### src/rtl/scs8hd_bist_pkg.sv
// rtl/scs8hd_bist_pkg.sv - shared types and constants for the scs8hd cell BIST
package scs8hd_bist_pkg;

  typedef enum logic [2:0] {
    ST_IDLE,
    ST_APPLY,
    ST_WAIT,
    ST_SAMPLE,
    ST_DONE
  } bist_state_e;

  localparam logic [15:0] MISR_POLY = 16'h1021;
  localparam logic [15:0] MISR_SEED = 16'hFFFF;

  // Expected Y of a2111oi, bit p = pattern p
  function automatic logic [31:0] a2111oi_truth();
    return 32'h0000_0007;
  endfunction

endpackage

### src/rtl/scs8hd_cell_bist_if.sv
// rtl/scs8hd_cell_bist_if.sv - control, result and cell-pin bundle of the cell BIST
interface scs8hd_cell_bist_if #(
  parameter int N_IN = 5
);
  logic                   start;
  logic                   abort;
  logic [(1<<N_IN)-1:0]   truth;
  logic [N_IN-1:0]        dut_in;
  logic                   dut_y;
  logic                   busy;
  logic                   done;
  logic                   pass;
  logic [N_IN:0]          err_cnt;
  logic [N_IN-1:0]        first_fail;
  logic [15:0]            signature;

  modport master (
    output start, abort, truth, dut_y,
    input  dut_in, busy, done, pass, err_cnt, first_fail, signature
  );

  modport slave (
    input  start, abort, truth, dut_y,
    output dut_in, busy, done, pass, err_cnt, first_fail, signature
  );

endinterface

### src/rtl/scs8hd_bist_misr.sv
// rtl/scs8hd_bist_misr.sv - 16-bit Galois MISR with seed load and shift enable
module scs8hd_bist_misr
  import scs8hd_bist_pkg::*;
(
  input  logic        clk,
  input  logic        resetb,
  input  logic        seed,
  input  logic        shift,
  input  logic        din,
  output logic [15:0] sig
);

  logic fb;

  assign fb = sig[15] ^ din;

  always_ff @(posedge clk or negedge resetb) begin
    if (!resetb) begin
      sig <= MISR_SEED;
    end else if (seed) begin
      sig <= MISR_SEED;
    end else if (shift) begin
      sig <= {sig[14:0], 1'b0} ^ (fb ? MISR_POLY : 16'h0000);
    end
  end

endmodule

### src/rtl/scs8hd_cell_bist.sv
// rtl/scs8hd_cell_bist.sv - exhaustive pattern engine for one combinational scs8hd cell
module scs8hd_cell_bist
  import scs8hd_bist_pkg::*;
#(
  parameter int N_IN   = 5,
  parameter int SETTLE = 2
) (
  input  logic                clk,
  input  logic                resetb,
  scs8hd_cell_bist_if.slave   bus
);

  localparam int             NPAT      = 1 << N_IN;
  localparam int             CW        = N_IN + 1;
  localparam logic [N_IN:0]  LAST_PAT  = CW'(NPAT - 1);
  localparam logic [N_IN:0]  ERR_MAX   = CW'(NPAT);
  localparam logic [3:0]     WAIT_LOAD = 4'(SETTLE - 1);

  bist_state_e      state, state_nx;
  logic [NPAT-1:0]  truth_q;
  logic [N_IN:0]    pat;
  logic [3:0]       wcnt;
  logic [N_IN:0]    err_int;
  logic [N_IN-1:0]  first_int;
  logic [15:0]      misr_sig;
  logic             start_ok;
  logic             sample_en;
  logic             mismatch;

  assign start_ok  = bus.start && !bus.abort && (state == ST_IDLE || state == ST_DONE);
  assign sample_en = (state == ST_SAMPLE) && !bus.abort;
  assign mismatch  = bus.dut_y != truth_q[pat[N_IN-1:0]];

  always_ff @(posedge clk or negedge resetb) begin
    if (!resetb) state <= ST_IDLE;
    else         state <= state_nx;
  end

  // APPLY + (SETTLE-1) WAIT cycles + SAMPLE gives SETTLE+1 cycles per pattern
  always_comb begin
    state_nx = state;
    case (state)
      ST_IDLE,
      ST_DONE:   if (start_ok) state_nx = ST_APPLY;
      ST_APPLY:  state_nx = (SETTLE > 1) ? ST_WAIT : ST_SAMPLE;
      ST_WAIT:   if (wcnt <= 4'd1) state_nx = ST_SAMPLE;
      ST_SAMPLE: state_nx = (pat == LAST_PAT) ? ST_DONE : ST_APPLY;
      default:   state_nx = ST_IDLE;
    endcase
    if (bus.abort) state_nx = ST_IDLE;
  end

  always_ff @(posedge clk or negedge resetb) begin
    if (!resetb) begin
      truth_q        <= '0;
      pat            <= '0;
      wcnt           <= '0;
      err_int        <= '0;
      first_int      <= '0;
      bus.dut_in     <= '0;
      bus.busy       <= 1'b0;
      bus.done       <= 1'b0;
      bus.pass       <= 1'b0;
      bus.err_cnt    <= '0;
      bus.first_fail <= '0;
      bus.signature  <= MISR_SEED;
    end else begin
      bus.busy <= !bus.abort &&
                  (start_ok || state inside {ST_APPLY, ST_WAIT, ST_SAMPLE});
      bus.done <= !bus.abort && !start_ok && state == ST_DONE;
      bus.pass <= !bus.abort && !start_ok && state == ST_DONE && err_int == '0;
      // Result outputs trail the internal accumulators by one cycle
      bus.err_cnt    <= err_int;
      bus.first_fail <= first_int;
      bus.signature  <= misr_sig;

      if (bus.abort) begin
        bus.dut_in <= '0;
      end else if (start_ok) begin
        truth_q   <= bus.truth;
        pat       <= '0;
        err_int   <= '0;
        first_int <= '0;
      end else begin
        case (state)
          ST_APPLY: begin
            bus.dut_in <= pat[N_IN-1:0];
            wcnt       <= WAIT_LOAD;
          end
          ST_WAIT: wcnt <= wcnt - 4'd1;
          ST_SAMPLE: begin
            if (mismatch) begin
              if (err_int != ERR_MAX) err_int <= err_int + 1'b1;
              if (err_int == '0)      first_int <= pat[N_IN-1:0];
            end
            if (pat != LAST_PAT) pat <= pat + 1'b1;
          end
          default: ;
        endcase
      end
    end
  end

  scs8hd_bist_misr u_misr (
    .clk    (clk),
    .resetb (resetb),
    .seed   (start_ok),
    .shift  (sample_en),
    .din    (bus.dut_y),
    .sig    (misr_sig)
  );

endmodule

### src/flat_wrapper.sv
// flat-port wrapper written by rule: the top's interface ports become plain ports
module scs8hd_cell_bist_flat import scs8hd_bist_pkg::*;
#(
  parameter int N_IN   = 5,
  parameter int SETTLE = 2
)
  (clk, resetb, bus_start, bus_abort, bus_truth, bus_dut_y, bus_dut_in, bus_busy, bus_done, bus_pass, bus_err_cnt, bus_first_fail, bus_signature);
  scs8hd_cell_bist_if #(.N_IN(N_IN)) bus_i ();
  input  logic clk;
  input  logic resetb;
  input wire logic [$bits(bus_i.start)-1:0] bus_start;
  input wire logic [$bits(bus_i.abort)-1:0] bus_abort;
  input wire logic [$bits(bus_i.truth)-1:0] bus_truth;
  input wire logic [$bits(bus_i.dut_y)-1:0] bus_dut_y;
  output wire logic [$bits(bus_i.dut_in)-1:0] bus_dut_in;
  output wire logic [$bits(bus_i.busy)-1:0] bus_busy;
  output wire logic [$bits(bus_i.done)-1:0] bus_done;
  output wire logic [$bits(bus_i.pass)-1:0] bus_pass;
  output wire logic [$bits(bus_i.err_cnt)-1:0] bus_err_cnt;
  output wire logic [$bits(bus_i.first_fail)-1:0] bus_first_fail;
  output wire logic [$bits(bus_i.signature)-1:0] bus_signature;
  assign bus_i.start = bus_start;
  assign bus_i.abort = bus_abort;
  assign bus_i.truth = bus_truth;
  assign bus_i.dut_y = bus_dut_y;
  assign bus_dut_in = bus_i.dut_in;
  assign bus_busy = bus_i.busy;
  assign bus_done = bus_i.done;
  assign bus_pass = bus_i.pass;
  assign bus_err_cnt = bus_i.err_cnt;
  assign bus_first_fail = bus_i.first_fail;
  assign bus_signature = bus_i.signature;
  scs8hd_cell_bist #(.N_IN(N_IN), .SETTLE(SETTLE)) u_core (.clk(clk), .resetb(resetb), .bus(bus_i));
endmodule
### config.mk
export PLATFORM = sky130hd
export DESIGN_NAME = scs8hd_cell_bist_flat
export DESIGN_NICKNAME = d
export VERILOG_FILES = /design/src/rtl/scs8hd_bist_pkg.sv /design/src/rtl/scs8hd_cell_bist_if.sv /design/src/rtl/scs8hd_bist_misr.sv /design/src/rtl/scs8hd_cell_bist.sv /design/src/flat_wrapper.sv
export SDC_FILE = /design/constraint.sdc
export NUM_CORES = 1
export LEC_CHECK = 0
export ABC_AREA = 1
export BUFFER_PORTS_ARGS = -buffer_cell sky130_fd_sc_hd__buf_4
export CORE_UTILIZATION = 56
export CTS_CLUSTER_DIAMETER = 150
export CTS_CLUSTER_SIZE = 14
export DETAILED_ROUTE_END_ITERATION = 10
export GPL_ROUTABILITY_DRIVEN = 0
export PLACE_DENSITY = 0.79
export SYNTH_ARGS = -nofsm -noshare
export SYNTH_HDL_FRONTEND = slang
export SYNTH_HIERARCHICAL = 1
export SYNTH_SLANG_ARGS = --single-unit
### constraint.sdc
create_clock -name clk -period 2.45 [get_ports clk]
set_input_delay 0.1225 -clock clk [delete_from_list [all_inputs] [get_ports clk]]
set_output_delay 0.1225 -clock clk [all_outputs]
set_load 0.03 [all_outputs]
; Word-level counts from Yosys, hierarchy flattened
; Index checks and enable logic that the tools add are counted.
[word_totals]
mem_bits_ro = 0
out_inout_bits = 35
reg_bits = 107
elab_cells = 89
n_memories = 0
latchBits = 0
mem_bits_rw = 0
inputBits = 37
[op_classes]
magnitude_cmp = 2
n_reduce_logical = 30
eq_ne = 11
n_mul = 0
bitwise = 4
shifts = 0
mux = 25
div = 0
addsub = 3
[op_table]
columns = cell, n
row1 = $mux W6, 7
row2 = $mux W5, 7
row3 = $mux W16, 2
row4 = $reduce_bool A2 Y1, 8
row5 = $xor A16 B13 Y16, 1
row6 = $mux W13, 1
row7 = $add A6 B1 Y6 const B, 2
row8 = $mux W3, 4
row9 = $pmux W3 S4, 1
row10 = $pmux W4 S2, 1
row11 = $reduce_and A4 Y1, 2
row12 = $logic_and A1 B1 Y1, 7
row13 = $eq A3 B2 Y1 const B, 2
row14 = $eq A6 B5 Y1 const B, 1
row15 = $logic_not A6 Y1, 1
row16 = $lt A5 B6 Y1 const B, 1
row17 = $ne A3 B2 Y1 const B, 2
row18 = $ne A6 B5 Y1 const B, 1
row19 = $ne A6 B6 Y1 const B, 1
row20 = $reduce_and A2 Y1, 3
row21 = $reduce_and A3 Y1, 2
row22 = $bmux W1 S5, 1
row23 = $le A4 B1 Y1 const B, 1
row24 = $sub A4 B1 Y4 const B, 1
row25 = 12 further kinds, 15

; Logic depth before layout (Yosys ltp)
[logic_depth]
depth_word = 7
mapped_depth = 14
ltp_nobuf = 12

; Cells and area by module
; Netlist, hierarchy kept.
[by_module_without_submodules]
columns = module, instances, area_per_inst_um2, seq_area_each_um2, cells_per_inst
row1 = scs8hd_cell_bist, 1, 3908.7, 2297.2, 413
row2 = scs8hd_bist_misr, 1, 744.5, 420.4, 67

; Least setup slack after synthesis
; OpenSTA, ideal clock, no wires.
[synth_path]
kind = register -> register
start = register u_core.state[0]
end = register u_core.u_misr.sig[1]
period_less_slack_ns = 1.751
stages_incl_launch_ff = 9
n_path_buf = 3
required_time_ns = 2.374
setup_time_ns = 0.076
slack_ns = 0.699
arrival_time_ns = 1.674
path_cell_list = dfrtp_1 nor2_1 inv_2 nor3_2 buf_2 buf_2 nor2_2 buf_6 a22oi_2
[synth_between]
elab_chain_cells = 4
elab_cells_between_ends = 8
cone_classes = eq/ne: 2 / mux: 1 / reduce/logical: 5
[synth_lines]
columns = element, line_no
row1 = start: declaration, scs8hd_cell_bist.sv:19  ; bist_state_e state, state_nx;
row2 = start signal: assignment, scs8hd_cell_bist.sv:36  ; else state <= state_nx;
row3 = $eq A3 B3 Y1 or $logic_not A3 Y1 (tied branches), scs8hd_cell_bist.sv:30  ; assign start_ok = bus.start && !bus.abort && (state == ST_IDLE || state == ST_DONE);
row4 = $logic_or A1 B1 Y1 (*), scs8hd_cell_bist.sv:30
row5 = $logic_and A1 B1 Y1 (*), scs8hd_cell_bist.sv:30
row6 = via u_core.start_ok, scs8hd_cell_bist.sv:26  ; logic start_ok;
row7 = $mux W16 or $reduce_bool A2 Y1 (tied branches), n/a
row8 = end signal: assignment, scs8hd_bist_misr.sv:23  ; sig <= {sig[14:0], 1'b0} ^ (fb ? MISR_POLY : 16'h0000);
row9 = end: declaration, scs8hd_bist_misr.sv:10  ; output logic [15:0] sig
; The timed path passes the listed nets; every way through them passes the cells marked *.
; A chain may end at the register's enable or synchronous reset.

; Worst setup path after layout
[layout_path]
start = register u_core.state[0]
end = register u_core.pat[4]
[layout_between]
elab_chain_cells = 5
elab_cells_between_ends = 9
cone_classes = eq/ne: 2 / mux: 1 / reduce/logical: 6
[layout_lines]
columns = element, line_no
row1 = $eq A3 B3 Y1 or $logic_not A3 Y1 (tied branches), scs8hd_cell_bist.sv:30
row2 = $logic_or A1 B1 Y1, scs8hd_cell_bist.sv:30
row3 = $logic_and A1 B1 Y1, scs8hd_cell_bist.sv:30
row4 = $reduce_bool A2 Y1 (no line), n/a
row5 = $reduce_and A3 Y1 (no line), n/a
row6 = end signal: assignment, scs8hd_cell_bist.sv:96  ; if (pat != LAST_PAT) pat <= pat + 1'b1;
row7 = end: declaration, scs8hd_cell_bist.sv:21  ; logic [N_IN:0] pat;
; Parallel ways exist; a longest one is shown, timed or not.

==> run metrics <==
Antenna Cells=0; die area=8680 sq um; unrepaired setup endpoints after global routing=no; Final Hold Viols=0; starting density of the core=59.0%; clock-pin slew on the worst setup and hold paths=0.10 ns; Area growth syn-to-layout=23.7%; total CTS buffers=9; critical path data arrival time=2.24 ns; WHS Endpoint=u_core/u_misr/sig[0]; Filler cells=532; worst reg2reg startpoint=u_core/state[0]; leakage power=2.86 nW; clk_skew=0.0110 ns; Mapped Cells=480; Synth Cell Area=4650 sq um; R2R Path End=u_core/pat[4]; Seq cells post-synth=107; final instance area=5760 sq um; post-placement cell count=640; initial antenna violation count=0; WL per Instance=14.1 um; GRT Overall Usage=24.4%; Die X=93.2 um; Yosys cell types=40; DR vias/cell=5.28; overall power=5.40 mW; setup TNS=0 ns; Worst path slowest cell=dfrtp_1; First DRT Iteration DRCs=233; Slew Viols, Final=0; critical path's top delay family=simple AND/OR/NAND/NOR gates; Clock Sinks=107; Worst-Margin Slew=0.824 ns; Setup Crit Path Kind=flop to flop; Pre-Repair DR Iteration Count=5; Core Util, Final=73.0%; Max clock buf depth=2; register-to-register setup slack=0.50 ns; Core Area=7890 sq um; Max FO, Critical Path=21; grt ovf=0; Hold Path Depth=4; largest net degree at the start of global routing=66; HP Start=bus_dut_y; crit-path max cell delay=0.42 ns; Total Wirelength=9.69 mm; synthesis warning total=6; Peak Freq=514 MHz; CTS tree=done; max cap viols=0; CTS Root Cell=clkbuf_8; fraction of layout cells with a size suffix above 1=29.5%; Finished Layout Cells=689; DIE HEIGHT=93.2 um; PortBufs=71; number of global-route vias before repair=3496; Worst Reg-to-Reg Cells=9; Worst setup EP type=flop; CP cell instances=nor2_1 > inv_2 > nor3_4 > inv_2 > nand2_2 > nand2_1 > clkinv_1 > nand2_1 > a221oi_2; Min-Delay Path Class=input pin to flop; via count=3641; sequential area share after synthesis=58.4%; PostCTS Resize Cnt=0; WP data required=2.74 ns; Worst setup SP type=flop; outcome=finished clean; Period minus WS final=1.95 ns; normalized max-slew margin=45.0%; remaining antenna violation count=0; nets@finish=624; IO Count=72; Buf/Inv on CP=3; DRC violations left=0; Final period util=79.4%; CTS H-tree depth=3; Worst-Skew Late Latency=0.38 ns; first-pass GRT wire length=16.2 mm; final setup violation count=0; post-DP HPWL=6.29 mm; power density over the cells=938 nW/um^2; std cell rows=32; post-placement cell area=5220 sq um; syn_area_per_cell=9.69 sq um; Worst IR Drop VDD=0.000534 V; Mapped Nets=522
## worst max path at each step
stage                                from                    to  cells past startpoint
after floorplan           u_core/state[0]  u_core/u_misr/sig[1]                      8
after global placement    u_core/state[0]         u_core/pat[4]                      9
after detailed placement  u_core/state[0]         u_core/pat[4]                      9
after CTS                 u_core/state[0]         u_core/pat[4]                      9
after global routing      u_core/state[0]         u_core/pat[4]                      9
final                     u_core/state[0]         u_core/pat[4]                      9
## final cells by class
| class | count | area (sq um) | area share (%) |
|---|---|---|---|
| Clock inverter | 5 | 38.8 | 0.674 |
| Timing Repair Buffer | 109 | 913 | 15.9 |
| Sequential cell | 107 | 2720 | 47.2 |
| Clock buffer | 11 | 163 | 2.83 |
| Inverter | 78 | 303 | 5.26 |
| Multi-Input combinational cell | 277 | 1490 | 25.9 |
| Tap cell | 102 | 128 | 2.22 |
## cells in the mapped netlist
library cell  number  area (sq um)
a21oi_1           11          55.1
a21oi_2            2          17.5
a221oi_2           1          15.0
a22oi_1            3          22.5
a22oi_2            9           113
a31oi_1            1          6.26
a32oi_1            1          8.76
buf_12             1          20.0
buf_2              8          40.0
buf_4              1          7.51
buf_6              5          56.3
buf_8              1          15.0
clkbuf_1           2          7.51
clkinv_1           2          7.51
clkinv_2           2          10.0
dfrtp_1           75          1880
dfstp_2           32           841
ha_1               5          62.6
inv_1             59           221
inv_2             14          52.6
inv_8              1          11.3
nand2_1          102           383
nand2_2           10          62.6
nand3_1           43           215
nand3_2            6          60.1
nand4_1           11          68.8
nor2_1             7          26.3
nor2_2             2          12.5
nor3_1             6          30.0
nor3_2             1          10.0
nor4_1             1          6.26
o211ai_1           1          7.51
o21ai_0           27           135
o21ai_1           16          80.1
o21ai_2            1          8.76
o22ai_1            2          12.5
o311a_1            1          10.0
o31ai_1            1          7.51
or2_0              1          6.26
xor2_1             5          43.8
## metrics by stage
stage	worst slack (ns)	hold slack [ns]
final	0.505	0.0988
after global routing	0.264	0.108
after CTS	0.522	0.0858
after detailed placement	0.544	0.207
after global placement	0.644	0.195
after floorplan	0.699	-0.173
## flip-flops by register name, indices dropped and copies added (netlist names)
signal                 count
u_core/bus.busy            1
u_core/bus.first_fail      5
u_core/bus.pass            1
u_core/truth_q            32
u_core/bus.signature      16
u_core/bus.done            1
u_core/first_int           5
u_core/bus.err_cnt         6
u_core/bus.dut_in          5
u_core/state               3
u_core/wcnt                4
u_core/pat                 6
u_core/u_misr/sig         16
u_core/err_int             6
## what timing repair did
item	CTS	global route
buffers inserted	0	0
endpoints found under the hold margin	82	0
hold buffers	33	0
## layer usage
metal | wire, um | global-route usage (%) | vias to the layer above
met2 | 4720 | 39.1 | 113
met4 | 195 | 10.5 | 0
met1 | 4350 | 32.6 | 1753
met5 | 0 | 0 | -
li1 | - | - | 1759
met3 | 430 | 4.88 | 16
## worst reg2reg max path, stage by stage (launching register included)
cell and delay (ns):
dfrtp_1 0.42, nor2_1 0.22, inv_2 0.07, nor3_4 0.29, inv_2 0.24, nand2_2 0.19, nand2_1 0.08, clkinv_1 0.08
nand2_1 0.06, a221oi_2 0.21
## cells by family (layout without fill, tap and decap cells)
group | count (synthesis) | in the layout | synth area share [%]
compound gates | 77 | 77 | 10.7
flops | 107 | 107 | 58.4
buf+inv | 96 | 203 | 9.65
fa+ha+maj | 5 | 5 | 1.34
xor+xnor | 5 | 5 | 0.941
simple gates | 190 | 190 | 18.9
## cell usage in the layout (no fill, tap or decap), types with 2 or more instances in the layout
master	count
nand2_1	102
inv_6	2
nand3_2	6
clkinv_1	2
dfstp_2	32
inv_2	14
a22oi_2	9
a21oi_2	2
nand4_1	11
o21ai_0	27
inv_1	59
clkinv_2	2
o22ai_1	2
nand2_2	10
xor2_1	5
dlygate4sd3_1	33
a22oi_1	3
nand3_1	43
ha_1	5
o21ai_1	16
buf_4	75
clkbuf_8	10
nor2_2	2
a21oi_1	11
inv_4	2
nor2_1	7
dfrtp_1	75
nor3_1	6
## power by group
group          switching [mW]  internal, mW  leakage (nW)  total, mW
Clock                   0.622         0.470         0.106       1.09
Combinational            1.18         0.649          1.44       1.83
Sequential              0.253          2.22          1.31       2.48
Note: power is estimated with default switching activity, not from simulation.
